<file path="src/rtl/core_pkg.sv">
`default_nettype none
// +--------------------------------------------------------------------------+
// | Module      : core_pkg                                                   |
// | Description : Shared types and constants for the multicycle core         |
// |               control path: controller state encoding, ARM condition     |
// |               codes, instruction class values and compare-class funct    |
// |               codes.                                                     |
// | Revision    : 1.0 - initial release                                      |
// +--------------------------------------------------------------------------+
package core_pkg;

    // Controller sequencing states; the encoding is also exported on state_o.
    typedef enum logic [3:0] {
        ST_IDLE      = 4'd0,
        ST_FETCH     = 4'd1,
        ST_DECODE    = 4'd2,
        ST_EXEC_DP   = 4'd3,
        ST_EXEC_ADDR = 4'd4,
        ST_MEM       = 4'd5,
        ST_WB_ALU    = 4'd6,
        ST_WB_MEM    = 4'd7,
        ST_BRANCH    = 4'd8
    } ctrl_state_e;

    // ARM condition field ir[31:28].
    typedef enum logic [3:0] {
        COND_EQ = 4'h0,
        COND_NE = 4'h1,
        COND_CS = 4'h2,
        COND_CC = 4'h3,
        COND_MI = 4'h4,
        COND_PL = 4'h5,
        COND_VS = 4'h6,
        COND_VC = 4'h7,
        COND_HI = 4'h8,
        COND_LS = 4'h9,
        COND_GE = 4'hA,
        COND_LT = 4'hB,
        COND_GT = 4'hC,
        COND_LE = 4'hD,
        COND_AL = 4'hE,
        COND_NV = 4'hF
    } cond_e;

    // Instruction class, ir[27:26]. 2'b11 is undefined.
    localparam logic [1:0] OP_DP  = 2'b00;
    localparam logic [1:0] OP_MEM = 2'b01;
    localparam logic [1:0] OP_BR  = 2'b10;

    // Data-processing functs that only set flags and never write Rd.
    localparam logic [3:0] FUNCT_TST = 4'b1000;
    localparam logic [3:0] FUNCT_TEQ = 4'b1001;
    localparam logic [3:0] FUNCT_CMP = 4'b1010;
    localparam logic [3:0] FUNCT_CMN = 4'b1011;

endpackage : core_pkg
`default_nettype wire

</file>
<file path="src/rtl/condition_unit.sv">
`default_nettype none
// +--------------------------------------------------------------------------+
// | Module      : condition_unit                                             |
// | Description : Combinational ARM condition-code evaluator.                |
// |   cond_i [3:0] : condition field of the instruction                      |
// |   nzcv_i [3:0] : flags {N,Z,C,V}                                         |
// |   pass_o       : 1 when the instruction should execute                   |
// | Revision    : 1.0 - initial release                                      |
// +--------------------------------------------------------------------------+
module condition_unit
    import core_pkg::*;
(
    input  logic [3:0] cond_i,
    input  logic [3:0] nzcv_i,
    output logic       pass_o
);

    logic w_n;
    logic w_z;
    logic w_c;
    logic w_v;

    assign w_n = nzcv_i[3];
    assign w_z = nzcv_i[2];
    assign w_c = nzcv_i[1];
    assign w_v = nzcv_i[0];

    always_comb begin
        pass_o = 1'b0;
        case (cond_e'(cond_i))
            COND_EQ: pass_o = w_z;
            COND_NE: pass_o = !w_z;
            COND_CS: pass_o = w_c;
            COND_CC: pass_o = !w_c;
            COND_MI: pass_o = w_n;
            COND_PL: pass_o = !w_n;
            COND_VS: pass_o = w_v;
            COND_VC: pass_o = !w_v;
            COND_HI: pass_o = w_c && !w_z;
            COND_LS: pass_o = !w_c || w_z;
            COND_GE: pass_o = (w_n == w_v);
            COND_LT: pass_o = (w_n != w_v);
            COND_GT: pass_o = !w_z && (w_n == w_v);
            COND_LE: pass_o = w_z || (w_n != w_v);
            COND_AL: pass_o = 1'b1;
            default: pass_o = 1'b0;   // NV never executes
        endcase
    end

endmodule : condition_unit
`default_nettype wire

</file>
<file path="src/rtl/multicycle_controller.sv">
`default_nettype none
// +--------------------------------------------------------------------------+
// | Module      : multicycle_controller                                      |
// | Description : Multicycle sequencing FSM. Fetches over a request/ready    |
// |               handshake, holds the instruction and NZCV flags, checks    |
// |               the condition field and steps the datapath through the     |
// |               per-class state sequence.                                  |
// |   clk, reset_ni        : clock, synchronous active-low reset             |
// |   instr_i, imem_ready_i: fetch data and its valid strobe                 |
// |   dmem_ready_i         : data access complete                            |
// |   alu_nzcv_i           : ALU flags for the instruction in EXEC_DP        |
// |   imem_req_o, dmem_req_o, dmem_we_o : memory requests                    |
// |   ir_o, ir_write_o     : instruction register and its load strobe        |
// |   pc_write_o, pc_src_o : PC load strobe and source (0 PC+4, 1 target)    |
// |   reg_write_o, wb_sel_o: register write enable, source (0 ALU, 1 mem)    |
// |   nzcv_o, state_o      : flags register, debug state                     |
// | Revision    : 1.0 - initial release                                      |
// +--------------------------------------------------------------------------+
module multicycle_controller
    import core_pkg::*;
#(
    parameter int IMEM_TIMEOUT = 0
)(
    input  logic        clk,
    input  logic        reset_ni,
    input  logic [31:0] instr_i,
    input  logic        imem_ready_i,
    input  logic        dmem_ready_i,
    input  logic [3:0]  alu_nzcv_i,
    output logic        imem_req_o,
    output logic [31:0] ir_o,
    output logic        ir_write_o,
    output logic        pc_write_o,
    output logic        pc_src_o,
    output logic        reg_write_o,
    output logic        wb_sel_o,
    output logic        dmem_req_o,
    output logic        dmem_we_o,
    output logic [3:0]  nzcv_o,
    output logic [3:0]  state_o
);

    // Only IMEM_TIMEOUT = 0 (no fetch timeout) is supported; reject other values.
    generate
        if (IMEM_TIMEOUT != 0) begin : g_timeout_unsupported
            $error("multicycle_controller: IMEM_TIMEOUT must be 0");
        end
    endgenerate

    ctrl_state_e r_state;
    ctrl_state_e w_next_state;
    logic [31:0] r_ir;
    logic [3:0]  r_nzcv;

    logic        w_cond_pass;
    logic        w_flags_load;
    logic        w_is_compare;
    logic [1:0]  w_class;
    logic [3:0]  w_funct;

    assign w_class = r_ir[27:26];
    assign w_funct = r_ir[24:21];

    // Compare-class ops update flags only; they skip the register write-back.
    assign w_is_compare = (w_funct == FUNCT_TST) || (w_funct == FUNCT_TEQ) ||
                          (w_funct == FUNCT_CMP) || (w_funct == FUNCT_CMN);

    condition_unit u_condition_unit (
        .cond_i (r_ir[31:28]),
        .nzcv_i (r_nzcv),
        .pass_o (w_cond_pass)
    );

    always_ff @(posedge clk) begin
        if (!reset_ni) begin
            r_state <= ST_IDLE;
            r_ir    <= 32'h0000_0000;
            r_nzcv  <= 4'h0;
        end else begin
            r_state <= w_next_state;
            if (ir_write_o) begin
                r_ir <= instr_i;
            end
            if (w_flags_load) begin
                r_nzcv <= alu_nzcv_i;
            end
        end
    end

    always_comb begin
        w_next_state = r_state;
        w_flags_load = 1'b0;
        imem_req_o   = 1'b0;
        ir_write_o   = 1'b0;
        pc_write_o   = 1'b0;
        pc_src_o     = 1'b0;
        reg_write_o  = 1'b0;
        wb_sel_o     = 1'b0;
        dmem_req_o   = 1'b0;
        dmem_we_o    = 1'b0;

        case (r_state)
            ST_IDLE: begin
                w_next_state = ST_FETCH;
            end

            ST_FETCH: begin
                imem_req_o = 1'b1;
                if (imem_ready_i) begin
                    // IR load and PC+4 happen on the same edge.
                    ir_write_o   = 1'b1;
                    pc_write_o   = 1'b1;
                    w_next_state = ST_DECODE;
                end
            end

            ST_DECODE: begin
                if (!w_cond_pass) begin
                    w_next_state = ST_FETCH;
                end else begin
                    case (w_class)
                        OP_DP:   w_next_state = ST_EXEC_DP;
                        OP_MEM:  w_next_state = ST_EXEC_ADDR;
                        OP_BR:   w_next_state = ST_BRANCH;
                        default: w_next_state = ST_FETCH;   // undefined class
                    endcase
                end
            end

            ST_EXEC_DP: begin
                w_flags_load = r_ir[20];
                w_next_state = w_is_compare ? ST_FETCH : ST_WB_ALU;
            end

            ST_WB_ALU: begin
                reg_write_o  = 1'b1;
                w_next_state = ST_FETCH;
            end

            ST_EXEC_ADDR: begin
                w_next_state = ST_MEM;
            end

            ST_MEM: begin
                dmem_req_o = 1'b1;
                dmem_we_o  = !r_ir[20];
                if (dmem_ready_i) begin
                    w_next_state = r_ir[20] ? ST_WB_MEM : ST_FETCH;
                end
            end

            ST_WB_MEM: begin
                reg_write_o  = 1'b1;
                wb_sel_o     = 1'b1;
                w_next_state = ST_FETCH;
            end

            ST_BRANCH: begin
                pc_write_o   = 1'b1;
                pc_src_o     = 1'b1;
                w_next_state = ST_FETCH;
            end

            default: begin
                w_next_state = ST_IDLE;
            end
        endcase
    end

    assign ir_o    = r_ir;
    assign nzcv_o  = r_nzcv;
    assign state_o = r_state;

endmodule : multicycle_controller
`default_nettype wire

</file>
<file path="config.mk">
export PLATFORM = sky130hd
export DESIGN_NAME = multicycle_controller
export DESIGN_NICKNAME = d
export VERILOG_FILES = /design/src/rtl/core_pkg.sv /design/src/rtl/condition_unit.sv /design/src/rtl/multicycle_controller.sv
export SDC_FILE = /design/constraint.sdc
export NUM_CORES = 1
export LEC_CHECK = 0
export ABC_CLOCK_PERIOD_IN_PS = 4900
export BUFFER_PORTS_ARGS = -buffer_cell sky130_fd_sc_hd__buf_2
export CAP_MARGIN = 25
export CORE_AREA = 2 2 66 68
export CTS_CLUSTER_SIZE = 16
export DETAILED_ROUTE_END_ITERATION = 8
export DIE_AREA = 0 0 68 70
export PLACE_DENSITY = 0.91
export SYNTH_ARGS = -nofsm -noshare
export SYNTH_HDL_FRONTEND = slang
export SYNTH_HIERARCHICAL = 1
export SYNTH_SLANG_ARGS = --single-unit
export TNS_END_PERCENT = 10
</file>
<file path="constraint.sdc">
create_clock -name clk -period 4.9 [get_ports clk]
set_input_delay 0.735 -clock clk [delete_from_list [all_inputs] [get_ports clk]]
set_output_delay 0.735 -clock clk [all_outputs]
set_load 0.02 [all_outputs]
</file>
==> impl_metrics.tcl <==
set metrics [dict create \
    synth_top_cell_by_area "dfxtp_1" \
    timing.reg2reg.setup_slack_ns 2.83 \
    diodes 0 \
    die_area_mm2 0.00476 \
    seqCellArea_um2 801 \
    cts_tree "built" \
    layout_common_cells "buf_2, nand2_1, dfxtp_1" \
    worst_slew_pin_slew_ns 0.574 \
    ys_top_cells_by_area "dfxtp_1, nand2_1, a21boi_1" \
    syn-cell-area_mm2 0.00194 \
    track_usage 0.202 \
    drive_above_1_share 0.328 \
    post-cts-setup-buffer-count 0 \
    hold_class "reg2reg" \
    crit_path_end_kind "output port" \
    vias 1868 \
    die_y_um 70 \
    max-clock-path-buffers 2 \
    fin_nets 356 \
    syn_to_final_growth_pct 28.2 \
    die_w_um 68 \
    synth_top_area_share 0.413 \
    path_class "reg2out" \
    antenna_found_initial 0 \
    fmaxAchievable_mhz 334 \
    min_period_ns 2.99 \
    grt_pass1_vias 1703 \
    syn-num-nets 275 \
    crit_arrival_ns 2.26 \
    final.setup.tns_ns 0 \
    core_mm2 0.00414 \
    synth.distinct_cells 44 \
    grt_pass1_wl_um 7450 \
    rsz0062_at_grt "false" \
    vias_per_cell 5.10 \
    utilization 0.599 \
    critical_path.startpoint_type "register" \
    placedCellCount 358 \
    clock-sinks 40 \
    layout_commonest_cell "buf_2" \
    rr_startpoint "ir_o[30]" \
    fp-row-count 24 \
    fillerInstances 365 \
    worstReg2RegEnd "state_o[0]" \
    cts-root-buf "clkbuf_8" \
    drv_cap 0 \
    maxSlewViolCount 0 \
    maxSlewHeadroom 0.617 \
    drt_iter0_markers 135 \
    wl_per_cell_um 12.4 \
    status "complete, no violations" \
    ctsHoldBuffers 0 \
    power_leakage_nw 1.16 \
    path_max_fanout 33 \
    async_flop_share 0 \
    ys_seq_area_frac 0.413 \
    fin_hold_ws_ns 0.450 \
    final_cell_count_no_fill 366 \
    r2r_cells 8 \
    stdcell_area_mm2 0.00248 \
    cts_resized 0 \
    fin_crit_sh 0.610 \
    hold_path_depth 2 \
    grt_start_max_net_pins 40 \
    path_clk_slew_ns 0.09 \
    io_pins 88 \
    wirelength_um 4550 \
    yosysWarnings 6 \
    min_from "ir_o[18]" \
    place_hpwl_um 3210 \
    initial_core_util 0.467 \
    io_buffers 87 \
    synth_edf_count 0 \
    drc 0 \
    p_per_area_mw_per_mm2 414 \
    numCtsBuffers 5 \
    postRouteAntennaNets 0 \
    gp_congestion 0.828 \
    grt_overflow 0 \
    synthCells 232 \
    synth-seq-cells 40 \
    startpoint "state_o[3]" \
    first_pass_iters 4 \
    required_ns 4.16 \
    hold_violations 0 \
    peakVddDrop_mv 0.237 \
    htreeDepth 2 \
    avgSynthCellArea_um2 8.35 \
    multi_input_area_mm2 0.00103 \
    min_to "ir_o[18]" \
    placed_area_mm2 0.00236 \
    clkLatencyLatePin_ns 0.29 \
    setup_viol 0 \
    synth_flop_cell "dfxtp_1" \
    fin_worst_skew_ns 0.0132 \
]
==> power breakdown <==
part | internal (W) | switching (W) | leakage [nW] | total [W]
Sequential | 0.000368 | 0.0000458 | 0.325 | 0.000414
Clock | 0.000167 | 0.000118 | 0.0614 | 0.000285
Combinational | 0.000124 | 0.000205 | 0.778 | 0.000328
==> kinds of logic (layout without fill, tap and decap cells) <==
group | after synthesis | after routing | share of synthesized area
XOR/XNOR | 2 | 2 | 0.0129
AND/OR/NAND/NOR | 106 | 106 | 0.261
adder cells (fa/ha/maj) | 3 | 3 | 0.0194
buffers and inverters | 19 | 101 | 0.0530
multiplexers | 5 | 5 | 0.0284
AO/OA/AOI/OAI | 57 | 57 | 0.212
flip-flops | 40 | 40 | 0.413
==> flip-flops by register name, summed over array words and instances, names as in the netlist <==
register and cells:
ir_o 32, nzcv_o 4, state_o 4
==> routing by layer <==
| metal | up-vias | GRT usage | wire [µm] |
|---|---|---|---|
| li1 | 938 | - | - |
| met1 | 857 | 0.234 | 1820 |
| met2 | 67 | 0.346 | 2340 |
| met3 | 6 | 0.0596 | 342 |
| met4 | 0 | 0.0667 | 61 |
| met5 | - | 0 | 0 |
==> through the flow <==
stage	setup slack [ns]	power, W
4_1_cts	1.91	0.00104
3_5_place_dp	2.16	0.000747
6_report	1.91	0.00103
3_3_place_gp	2.17	0.000737
5_1_grt	1.75	0.00109
2_1_floorplan	2.45	0.000658
==> cell type report <==
class / count / area share
Sequential cell: 40 / 0.322
Tap cell: 52 / 0.0262
Inverter: 5 / 0.00806
Multi-Input combinational cell: 173 / 0.416
Timing Repair Buffer: 88 / 0.178
Clock inverter: 2 / 0.0156
Clock buffer: 6 / 0.0332
==> Yosys cell counts (3+ instances only) <==
cell type and instances:
a21oi_1 7, nor2_1 5, a21boi_1 32, inv_1 4
mux2i_1 4, nand2b_1 4, and2_1 3, buf_2 6
clkbuf_1 5, o21ai_1 3, dfxtp_1 40, nand2_1 68
buf_6 3, ha_1 3, nor2b_1 11
==> critical path, stage by stage (launching register included) <==
cell and delay (ns):
dfxtp_1 0.52, and2b_4 0.27, nand3_4 0.30, clkinv_2 0.21, buf_4 0.26, or2_1 0.24, buf_2 0.15
==> worst max path at each step <==
stage | to | slack [ns] | depth (start not counted)
floorplan | pc_write_o | 2.45 | 3
global placement | pc_write_o | 2.17 | 6
detailed placement | pc_write_o | 2.16 | 6
CTS | pc_write_o | 1.91 | 6
global route | pc_write_o | 1.75 | 6
finish | pc_write_o | 1.91 | 6
Note: power is estimated with default switching activity, not from simulation.
